--- src/rtl/vga_fb_arbiter.sv ---
// vga_fb_arbiter
// Shares one single-port framebuffer RAM between VGA scanout reads and a
// pixel writer. Scanout always wins; the writer gets free cycles through a
// req/ack handshake. Read data comes back as a registered pixel stream with
// a fixed 3-clock latency from the sampled pixel tick.
module vga_fb_arbiter #(
  parameter int COL_BITS = 10,
  parameter int ROW_BITS = 9,
  parameter int DATA_W   = 8,
  parameter int STALL_W  = 16
) (
  input  logic                         clock,
  input  logic                         reset,
  input  logic                         clock_enable,
  input  logic                         pixel_valid,
  input  logic [9:0]                   vga_row,
  input  logic [9:0]                   vga_col,
  input  logic                         blank_only,
  input  logic                         wr_req,
  input  logic [ROW_BITS+COL_BITS-1:0] wr_addr,
  input  logic [DATA_W-1:0]            wr_data,
  output logic                         wr_ack,
  output logic                         mem_en,
  output logic                         mem_we,
  output logic [ROW_BITS+COL_BITS-1:0] mem_addr,
  output logic [DATA_W-1:0]            mem_wdata,
  input  logic [DATA_W-1:0]            mem_rdata,
  output logic [DATA_W-1:0]            pixel_data,
  output logic                         pixel_out_valid,
  input  logic                         stall_clear,
  output logic [STALL_W-1:0]           wr_stall_count
);

  typedef enum logic [1:0] {
    IDLE = 2'd0,
    RD   = 2'd1,
    WR   = 2'd2
  } state_t;

  state_t state;
  state_t state_nxt;
  logic   rd_pending;
  logic   stall_cycle;

  // Row/column bits above the address fields are dropped on purpose; this
  // reduction keeps the whole timing bus visibly consumed.
  logic   unused_timing_bits;
  assign unused_timing_bits = ^{vga_row, vga_col};

  // State register; reset parks the arbiter with the RAM port idle.
  always_ff @(posedge clock or negedge reset) begin
    if (!reset) begin
      state <= IDLE;
    end else begin
      state <= state_nxt;
    end
  end

  // Next-state arbitration: a qualified pixel tick always reads; otherwise a
  // pending write is taken unless we just wrote (absorbs the requester's
  // late deassert) or blank_only restricts writes to blanking.
  always_comb begin
    state_nxt   = IDLE;
    stall_cycle = 1'b0;
    if (clock_enable && pixel_valid) begin
      state_nxt = RD;
    end else if (wr_req && (state != WR) && (!blank_only || !pixel_valid)) begin
      state_nxt = WR;
    end
    if (wr_req && (state_nxt != WR) && (state != WR)) begin
      stall_cycle = 1'b1;
    end
  end

  // RAM control strobes follow the registered state directly.
  assign mem_en = (state != IDLE);
  assign mem_we = (state == WR);
  assign wr_ack = (state == WR);

  // Address/data registers load only when a new access is launched and
  // otherwise hold, so the RAM port stays quiet between accesses.
  always_ff @(posedge clock or negedge reset) begin
    if (!reset) begin
      mem_addr  <= '0;
      mem_wdata <= '0;
    end else begin
      case (state_nxt)
        RD: begin
          mem_addr <= {vga_row[ROW_BITS-1:0], vga_col[COL_BITS-1:0]};
        end
        WR: begin
          mem_addr  <= wr_addr;
          mem_wdata <= wr_data;
        end
        default: begin
        end
      endcase
    end
  end

  // Read return pipe: flag the read while it is on the RAM port, capture the
  // RAM output one clock later. Independent of the FSM so writes can follow.
  always_ff @(posedge clock or negedge reset) begin
    if (!reset) begin
      rd_pending      <= 1'b0;
      pixel_out_valid <= 1'b0;
      pixel_data      <= '0;
    end else begin
      rd_pending      <= (state == RD);
      pixel_out_valid <= rd_pending;
      if (rd_pending) begin
        pixel_data <= mem_rdata;
      end
    end
  end

  // Saturating count of cycles the writer was kept waiting.
  always_ff @(posedge clock or negedge reset) begin
    if (!reset) begin
      wr_stall_count <= '0;
    end else if (stall_clear) begin
      wr_stall_count <= '0;
    end else if (stall_cycle && (wr_stall_count != '1)) begin
      wr_stall_count <= wr_stall_count + 1'b1;
    end
  end

endmodule

--- config.mk ---
export PLATFORM = sky130hd
export DESIGN_NAME = vga_fb_arbiter
export DESIGN_NICKNAME = d
export VERILOG_FILES = /design/src/rtl/vga_fb_arbiter.sv
export SDC_FILE = /design/constraint.sdc
export NUM_CORES = 1
export LEC_CHECK = 0
export CAP_MARGIN = 30
export CORE_ASPECT_RATIO = 1.25
export CORE_MARGIN = 2
export CORE_UTILIZATION = 38
export CTS_CLUSTER_DIAMETER = 50
export CTS_CLUSTER_SIZE = 20
export DETAILED_ROUTE_END_ITERATION = 8
export PLACE_DENSITY = 0.77
export SLEW_MARGIN = 20
export SYNTH_ARGS = -nofsm -noshare
export SYNTH_HDL_FRONTEND = slang
export SYNTH_SLANG_ARGS = --single-unit
--- constraint.sdc ---
create_clock -name clock -period 2 [get_ports clock]
set_clock_uncertainty 0.1 [all_clocks]
set_input_delay 0.6 -clock clock [delete_from_list [all_inputs] [get_ports clock]]
set_output_delay 0.6 -clock clock [all_outputs]
set_load 0.03 [all_outputs]
== After elaboration in Yosys (flattened, before gate mapping) ==
Index checks and enable logic that the tools add are counted.

* Register bits after elaboration: 55
* Bits in latches: 0
* Memory bits (writable): 0
* ROM bits: 0
* Bits of input ports: 62
* Output and inout port bits: 55
* Logic and storage cells: 33
* Memories kept: 0

* Add/subtract/negate cells: 1
* Multipliers: 0
* Div/mod/pow operators: 0
* $lt $le $gt $ge: 0
* Equal/unequal tests: 7
* Shift operators: 0
* Muxes and demuxes: 6
* Bitwise gates (word level): 0
* Reductions and logical operators: 12

{| class="wikitable"
|+ Operators by type and width
! operator !! number
|-
| $pmux 19 s2 || 1
|-
| $mux 16 || 2
|-
| $add 16x1->16 const B || 1
|-
| $ne 16x16->1 const B || 1
|-
| $logic_and 1x1->1 || 6
|-
| $reduce_bool 2->1 || 3
|-
| $eq 2x1->1 const B || 2
|-
| $eq 2x2->1 const B || 2
|-
| $mux 2 || 2
|-
| $ne 2x2->1 const B || 2
|-
| $logic_not 1->1 || 2
|-
| $logic_or 1x1->1 || 1
|-
| $mux 1 || 1
|}

== Logic depth before layout (Yosys ltp) ==
Gate-level depths: netlist of the first run.

* Word-level depth: 12
* Mapped depth: 6
* Gate-level depth less buffers: 5

== Worst setup path after synthesis of the first run ==
OpenSTA, ideal clock, no wires.

* Kind: reg2reg
* Start: register wr_stall_count[0]
* End: register wr_stall_count[10]
* Library setup time: 125 ps
* Data arrival time: 1,976 ps
* Required time: 1,775 ps
* Setup slack: -201 ps
* Stages on the path, launching flop included: 6
* Buffers on the path: 0
* Clock period less this slack: 2,201 ps
* Cells stage by stage: dfrtp_1 > ha_1 > nand4_4 > or2_2 > nor4b_1 > mux2_2

* Word-level cells in the longest chain between the ends: 3
* Elaborated cells on any way between the ends: 6
* Classes of those cells: add/sub: 1; eq/ne: 1; mux: 2; reduce/logical: 2

{| class="wikitable"
|+ RTL lines
! what !! line !! text
|-
| from (decl) || 31 || <nowiki>output logic [STALL_W-1:0] wr_stall_count</nowiki>
|-
| from (signal assigned) || 124 || <nowiki>wr_stall_count <= wr_stall_count + 1'b1;</nowiki>
|-
| $add 16x1->16 / $ne 16x16->1 (equally long branches) || 124, 123 ||
|-
| $mux 16 / $logic_and 1x1->1 (equally long branches) || 123 || <nowiki>end else if (stall_cycle && (wr_stall_count != '1)) begin</nowiki>
|-
| $mux 16 / $reduce_bool 2->1 (equally long branches) || - ||
|}

Several ways; a longest one is shown, not always the timed one. The select of a mux whose other input is x is not followed.
A chain may end at the register's enable or synchronous reset.

== Worst setup path after layout of the first run ==
* Start: register wr_stall_count[6]
* End: output wr_stall_count[6]

No word-level cell between the ends.

==> results.yml, run 1 <==
setup_path:
  cp_max_fo: 6
  start_kind: "flop"
  critPathTopFamily: "flip-flops"
  arrival_ns: 1.24
  slowest_stage: "dfrtp_1"
  critPathLaunch: "wr_stall_count[6]"
  worstReg2RegStart: "wr_stall_count[0]"
  cp_data_required_time_ns: 1.30
  worst_path_largest_cell_delay_ns: 0.50
  crit_chain: "dlygate4sd2_1"
  crit_buf_inv: 1
  worstSetupPathType: "flop to output port"
  cp-end-kind: "output port"
  r2r_setup_slack_ns: 0.09
floorplan:
  coreArea_sq_um: 6606
  rows: 33
  dieWidth_um: 78.29
  ioPinCount: 117
  die_area_sq_um: 7583
  dieHeight_um: 96.86
  initial_core_util: 0.3968
clock_network:
  clk_pin_slew_ns: 0.09
  cts.sinks: 55
  clk_latency_ns: 0.30
  ctsHoldBuffers: 0
  cts_buffer_depth: 2
  cts_tree: "built"
  numCtsBuffers: 5
  clk_root_buffer_cell: "clkbuf_8"
  cts.htree.levels: 2
pwr:
  irDropWorstVdd_v: 0.0004382
  pwr-share-comb: 0.291
  switching_power_mw: 0.8713
  p_leak_nw: 1.914
  power_mw: 2.850
  pwr-share-seq: 0.457
  pwr-share-clk: 0.252
  cellPowerDensity_nw_per_um2: 690.8
  internal_power_mw: 1.978
  swShare: 0.3057
timing:
  fin_crit_sh: 0.9704
  rsz0062_at_grt: "false"
  setup_viol: 0
  relSlewSlack: 0.6396
  fin_setup_tns_ns: 0
  maxSlewViolCount: 0
  tightest_slew_ns: 0.5406
  finalHoldViolations: 0
  layout_min_cycle_time_ns: 1.941
  fmax_mhz: 515.3
  fin_hold_ws_ns: 0.1672
  setup_slack_ns: 0.05921
drt:
  num_vias: 2277
  avgViaCountPerCell: 5.071
  first_pass_iters: 4
  wirelength_mm: 6.552
  wl_per_cell_um: 14.59
  first_iter_violations: 106
  ant_nets: 0
  drc: 0
cells_and_area:
  drive_gt1_frac: 0.1989
  area_growth_pct: 57.37
  nNetsFinal: 424
  diodes: 0
place:
  dpl_worst_slack_ns: -0.4660
  place_congestion: 0.8127
  dp_hpwl_mm: 4.996
  io_buffers: 115
synth:
  netlist_area_sq_um: 2621
  seq_area_frac_synth: 0.5251
  yosysWarnings: 0
  synth_nets: 295
  postSynthAreaPerCell_sq_um: 11.30
  ys_ff_latch: 55
  postSynthCellCount: 232
  synth.distinct_cells: 39
run_status:
  status: "finished, final reports clean"
grt:
  antenna_found_initial: 0
  first_global_vias: 2346
  grt_start_max_net_pins: 40
  grt_pass1_wl_mm: 11.07
  gr-usage-all-layers: 0.1821
  grt-ovfl-total: 0
hold_path:
  min_path_type: "primary input to asynchronous set/reset pin"
job:
  drv_cap: 0
[cells in the final DEF, fill, tap and decap left out, types with 2 or more instances in the layout]
master / instances
o41ai_1: 2
dfrtp_2: 3
nand2_1: 25
nand3_1: 7
nor4_1: 2
clkbuf_8: 5
or2_2: 2
nor4_2: 3
a21oi_1: 8
o21ai_0: 21
clkdlybuf4s50_1: 55
inv_1: 3
nor2b_1: 7
dfrtp_1: 52
or4_1: 6
dlygate4sd2_1: 54
mux2_2: 22
clkbuf_1: 2
buf_12: 4
nand4_4: 2
o31ai_1: 6
mux2i_1: 19
buf_2: 2
buf_4: 17
nor3_1: 2
nor2_1: 8
[through the flow]
step                      area (sq um)  cells    util
after floorplan                   2645    232       -
after global placement            4024    440  0.6091
after detailed placement          4024    440  0.6091
after CTS                         4106    449  0.6216
after global routing              4125    449  0.6244
final                             4125    449  0.6244
[area by class of cell]
class                      instances  area (sq um)
clock buffer                       7         76.32
fill                             570          2481
tap                               87         108.9
clock inverter                     1         30.03
multi-input combinational        161          1222
timing repair buffer             135          1296
sequential                        55          1380
inverter                           3         11.26
[power groups by stage]
stage          clock network (mW)  registers, mW  logic, mW
3_5_place_dp                    0           1.33      0.918
2_1_floorplan                   0           1.57      0.195
3_3_place_gp                    0           1.32      0.905
6_report                    0.718           1.30      0.830
4_1_cts                     0.739           1.30      0.842
5_1_grt                     0.796           1.32      0.884
[logic make-up after synthesis]
group | synth area share
fa+ha+maj | 0.004773
mux | 0.1671
flops | 0.5251
compound gates | 0.09260
buf+inv | 0.03103
simple gates | 0.1795
[registers in the layout (all words and copies together) (netlist names)]
name             flops
mem_wdata            8
pixel_out_valid      1
wr_stall_count      16
state                2
pixel_data           8
rd_pending           1
mem_addr            19
[worst paths after layout]
path                                           end  cells past startpoint
worst max-delay path             wr_stall_count[6]                      1
min in group clock                   pixel_data[4]                      1
worst max register to register  wr_stall_count[12]                      5
worst min register to register       pixel_data[4]                      1
max in group asynchronous             mem_addr[10]                      2
worst min-delay path                  mem_wdata[2]                      1
[routing by layer]
layer | GRT usage | vias to the layer above | wire length [um]
met1 | 0.2083 | 1088 | 2498
li1 | - | 1098 | -
met4 | 0.06883 | 0 | 167
met2 | 0.3243 | 79 | 3491
met5 | 0 | - | 0
met3 | 0.04384 | 12 | 394
[cells in the mapped netlist (all sizes together)]
| cell | n | share of area |
|---|---|---|
| a21oi | 8 | 0.015 |
| and2 | 2 | 0.0048 |
| and4 | 1 | 0.0033 |
| buf | 6 | 0.017 |
| clkbuf | 7 | 0.010 |
| dfrtp | 55 | 0.53 |
| ha | 1 | 0.0048 |
| inv | 3 | 0.0043 |
| mux2 | 22 | 0.095 |
| mux2i | 19 | 0.073 |
| nand2 | 25 | 0.036 |
| nand2b | 1 | 0.0024 |
| nand3 | 7 | 0.013 |
| nand4 | 3 | 0.019 |
| nor2 | 9 | 0.014 |
| nor2b | 7 | 0.017 |
| nor3 | 2 | 0.0038 |
| nor3b | 1 | 0.0029 |
| nor4 | 6 | 0.022 |
| nor4b | 2 | 0.0067 |
| o2111ai | 1 | 0.0033 |
| o21a | 1 | 0.0029 |
| o21ai | 21 | 0.040 |
| o21ba | 1 | 0.0038 |
| o31a | 1 | 0.0033 |
| o31ai | 6 | 0.017 |
| o41ai | 2 | 0.0067 |
| or2 | 3 | 0.0072 |
| or3 | 2 | 0.0067 |
| or4 | 6 | 0.017 |
| or4b | 1 | 0.0038 |
[what timing repair did]
| item | 4_1_cts | 5_1_grt |
|---|---|---|
| pin swaps | 1 | 0 |
| setup buffers | 0 | 0 |
| hold endpoints to repair | 0 | 0 |
| setup endpoints to repair | 65 | 8 |
| resized for setup | 59 | 8 |
| gates cloned | 1 | 0 |
(Power assumes the default switching activity.)
==> run 2, diff against run 1 <==
- PLACE_DENSITY: 0.77 -> not set
- PLACE_DENSITY_LB_ADDON: not set -> 0.2
==> results.yml, run 2 (same netlist as run 1, synthesis figures left out) <==
floorplan:
  initial_core_util: 0.3968
  rows: 33
  dieWidth_um: 78.29
  coreArea_sq_um: 6606
  dieHeight_um: 96.86
  die_area_sq_um: 7583
  ioPinCount: 117
timing:
  fin_setup_tns_ns: 0
  relSlewSlack: 0.6575
  setup_viol: 0
  layout_min_cycle_time_ns: 1.943
  rsz0062_at_grt: "false"
  tightest_slew_ns: 0.5137
  fmax_mhz: 514.6
  fin_crit_sh: 0.9716
  finalHoldViolations: 0
  maxSlewViolCount: 0
setup_path:
  worstReg2RegStart: "wr_stall_count[1]"
  r2r_setup_slack_ns: 0.06
  arrival_ns: 1.24
  critPathLaunch: "wr_stall_count[5]"
  crit_chain: "dlygate4sd2_1"
  critPathTopFamily: "flip-flops"
  cp_max_fo: 7
  reg2reg_to: "wr_stall_count[12]"
  r2r_cells: 5
  cp-end-kind: "output port"
  worstSetupPathType: "flop to output port"
  slowest_stage: "dfrtp_1"
  start_kind: "flop"
  crit_buf_inv: 1
  worst_path_largest_cell_delay_ns: 0.49
  cp_data_required_time_ns: 1.30
drt:
  ant_nets: 0
  avgViaCountPerCell: 4.976
  first_iter_violations: 33
  first_pass_iters: 4
  num_vias: 2244
  wirelength_mm: 6.600
  wl_per_cell_um: 14.63
  drc: 0
place:
  io_buffers: 115
  dp_hpwl_mm: 4.952
  place_congestion: 0.7542
  placed_area_sq_um: 4044
pwr:
  irDropWorstVdd_v: 0.0004832
  p_leak_nw: 1.908
  cellPowerDensity_nw_per_um2: 667.3
grt:
  grt_pass1_wl_mm: 10.99
  antenna_found_initial: 0
  gr-usage-all-layers: 0.1807
  grt-ovfl-total: 0
  first_global_vias: 2275
  grt_start_max_net_pins: 40
clock_network:
  clk_latency_ns: 0.30
  cts_tree: "built"
  numCtsBuffers: 5
  clk_root_buffer_cell: "clkbuf_8"
  cts.sinks: 55
  ctsHoldBuffers: 0
  clk_pin_slew_ns: 0.10
  cts.htree.levels: 2
  cts_buffer_depth: 2
hold_path:
  min_path_type: "primary input to asynchronous set/reset pin"
run_status:
  status: "finished, final reports clean"
cells_and_area:
  nFillCells: 577
  design_area_sq_um: 4118
  nNetsFinal: 426
  final_core_util: 0.6233
  drive_gt1_frac: 0.2005
  layout_common_cells: "55 x dlygate4sd2_1, 55 x clkdlybuf4s50_1, 53 x dfrtp_1, 25 x nand2_1, 22 x mux2_2"
  area_growth_pct: 57.09
  reg_top3: "mem_addr: 19 flops, wr_stall_count: 16 flops"
  regMostFlops: "mem_addr"
  largest_reg_flops: 19
  diodes: 0
job:
  drv_cap: 0
## run 2: worst max-delay path by stage
stage,to,cells after the start,slack [ns]
2_1_floorplan,wr_stall_count[12],5,0.05
3_3_place_gp,wr_stall_count[8],5,-0.46
3_5_place_dp,wr_stall_count[3],6,-0.46
4_1_cts,mem_en,2,0.008
5_1_grt,wr_stall_count[5],1,0.002
6_report,wr_stall_count[5],1,0.06
## run 2: layout make-up
type,instances,area (sq um),share of cell area
Clock inverter,2,12.51,0.003039
Sequential cell,55,1379,0.3349
Timing Repair Buffer,137,1320,0.3206
Multi-Input combinational cell,161,1214,0.2947
Clock buffer,6,72.57,0.01762
Tap cell,87,108.9,0.02644
Inverter,3,11.26,0.002735
## run 2: where the power goes
part / total (mW) / switching, mW / internal (mW)
registers: 1.30 / 0.0639 / 1.24
logic: 0.838 / 0.467 / 0.370
clock network: 0.609 / 0.363 / 0.246
total: 2.75 / 0.894 / 1.85
## run 2: repair_timing
item / in CTS / in global routing
setup endpoints to repair: 68 / 4
cloned: 1 / 0
buffers inserted: 0 / 1
pin swaps: 1 / 0
resized for setup: 61 / 4
## run 2: metrics by stage
step / power, mW / cells / hold WS (ns) / setup WS (ns)
2_1_floorplan: 1.768 / 232 / 0.2044 / 0.04728
3_3_place_gp: 2.236 / 441 / 0.3881 / -0.4594
3_5_place_dp: 2.254 / 441 / 0.3949 / -0.4572
4_1_cts: 2.785 / 450 / 0.1710 / 0.008343
5_1_grt: 2.891 / 451 / 0.1859 / 0.002223
6_report: 2.748 / 451 / 0.1568 / 0.05687
## run 2: metal layers
| metal | vias to the layer above | wire length, um | GRT usage |
|---|---|---|---|
| met2 | 67 | 3387 | 0.3243 |
| li1 | 1094 | - | - |
| met4 | 0 | 103 | 0.05398 |
| met5 | - | 0 | 0 |
| met3 | 8 | 389 | 0.04757 |
| met1 | 1075 | 2720 | 0.2082 |
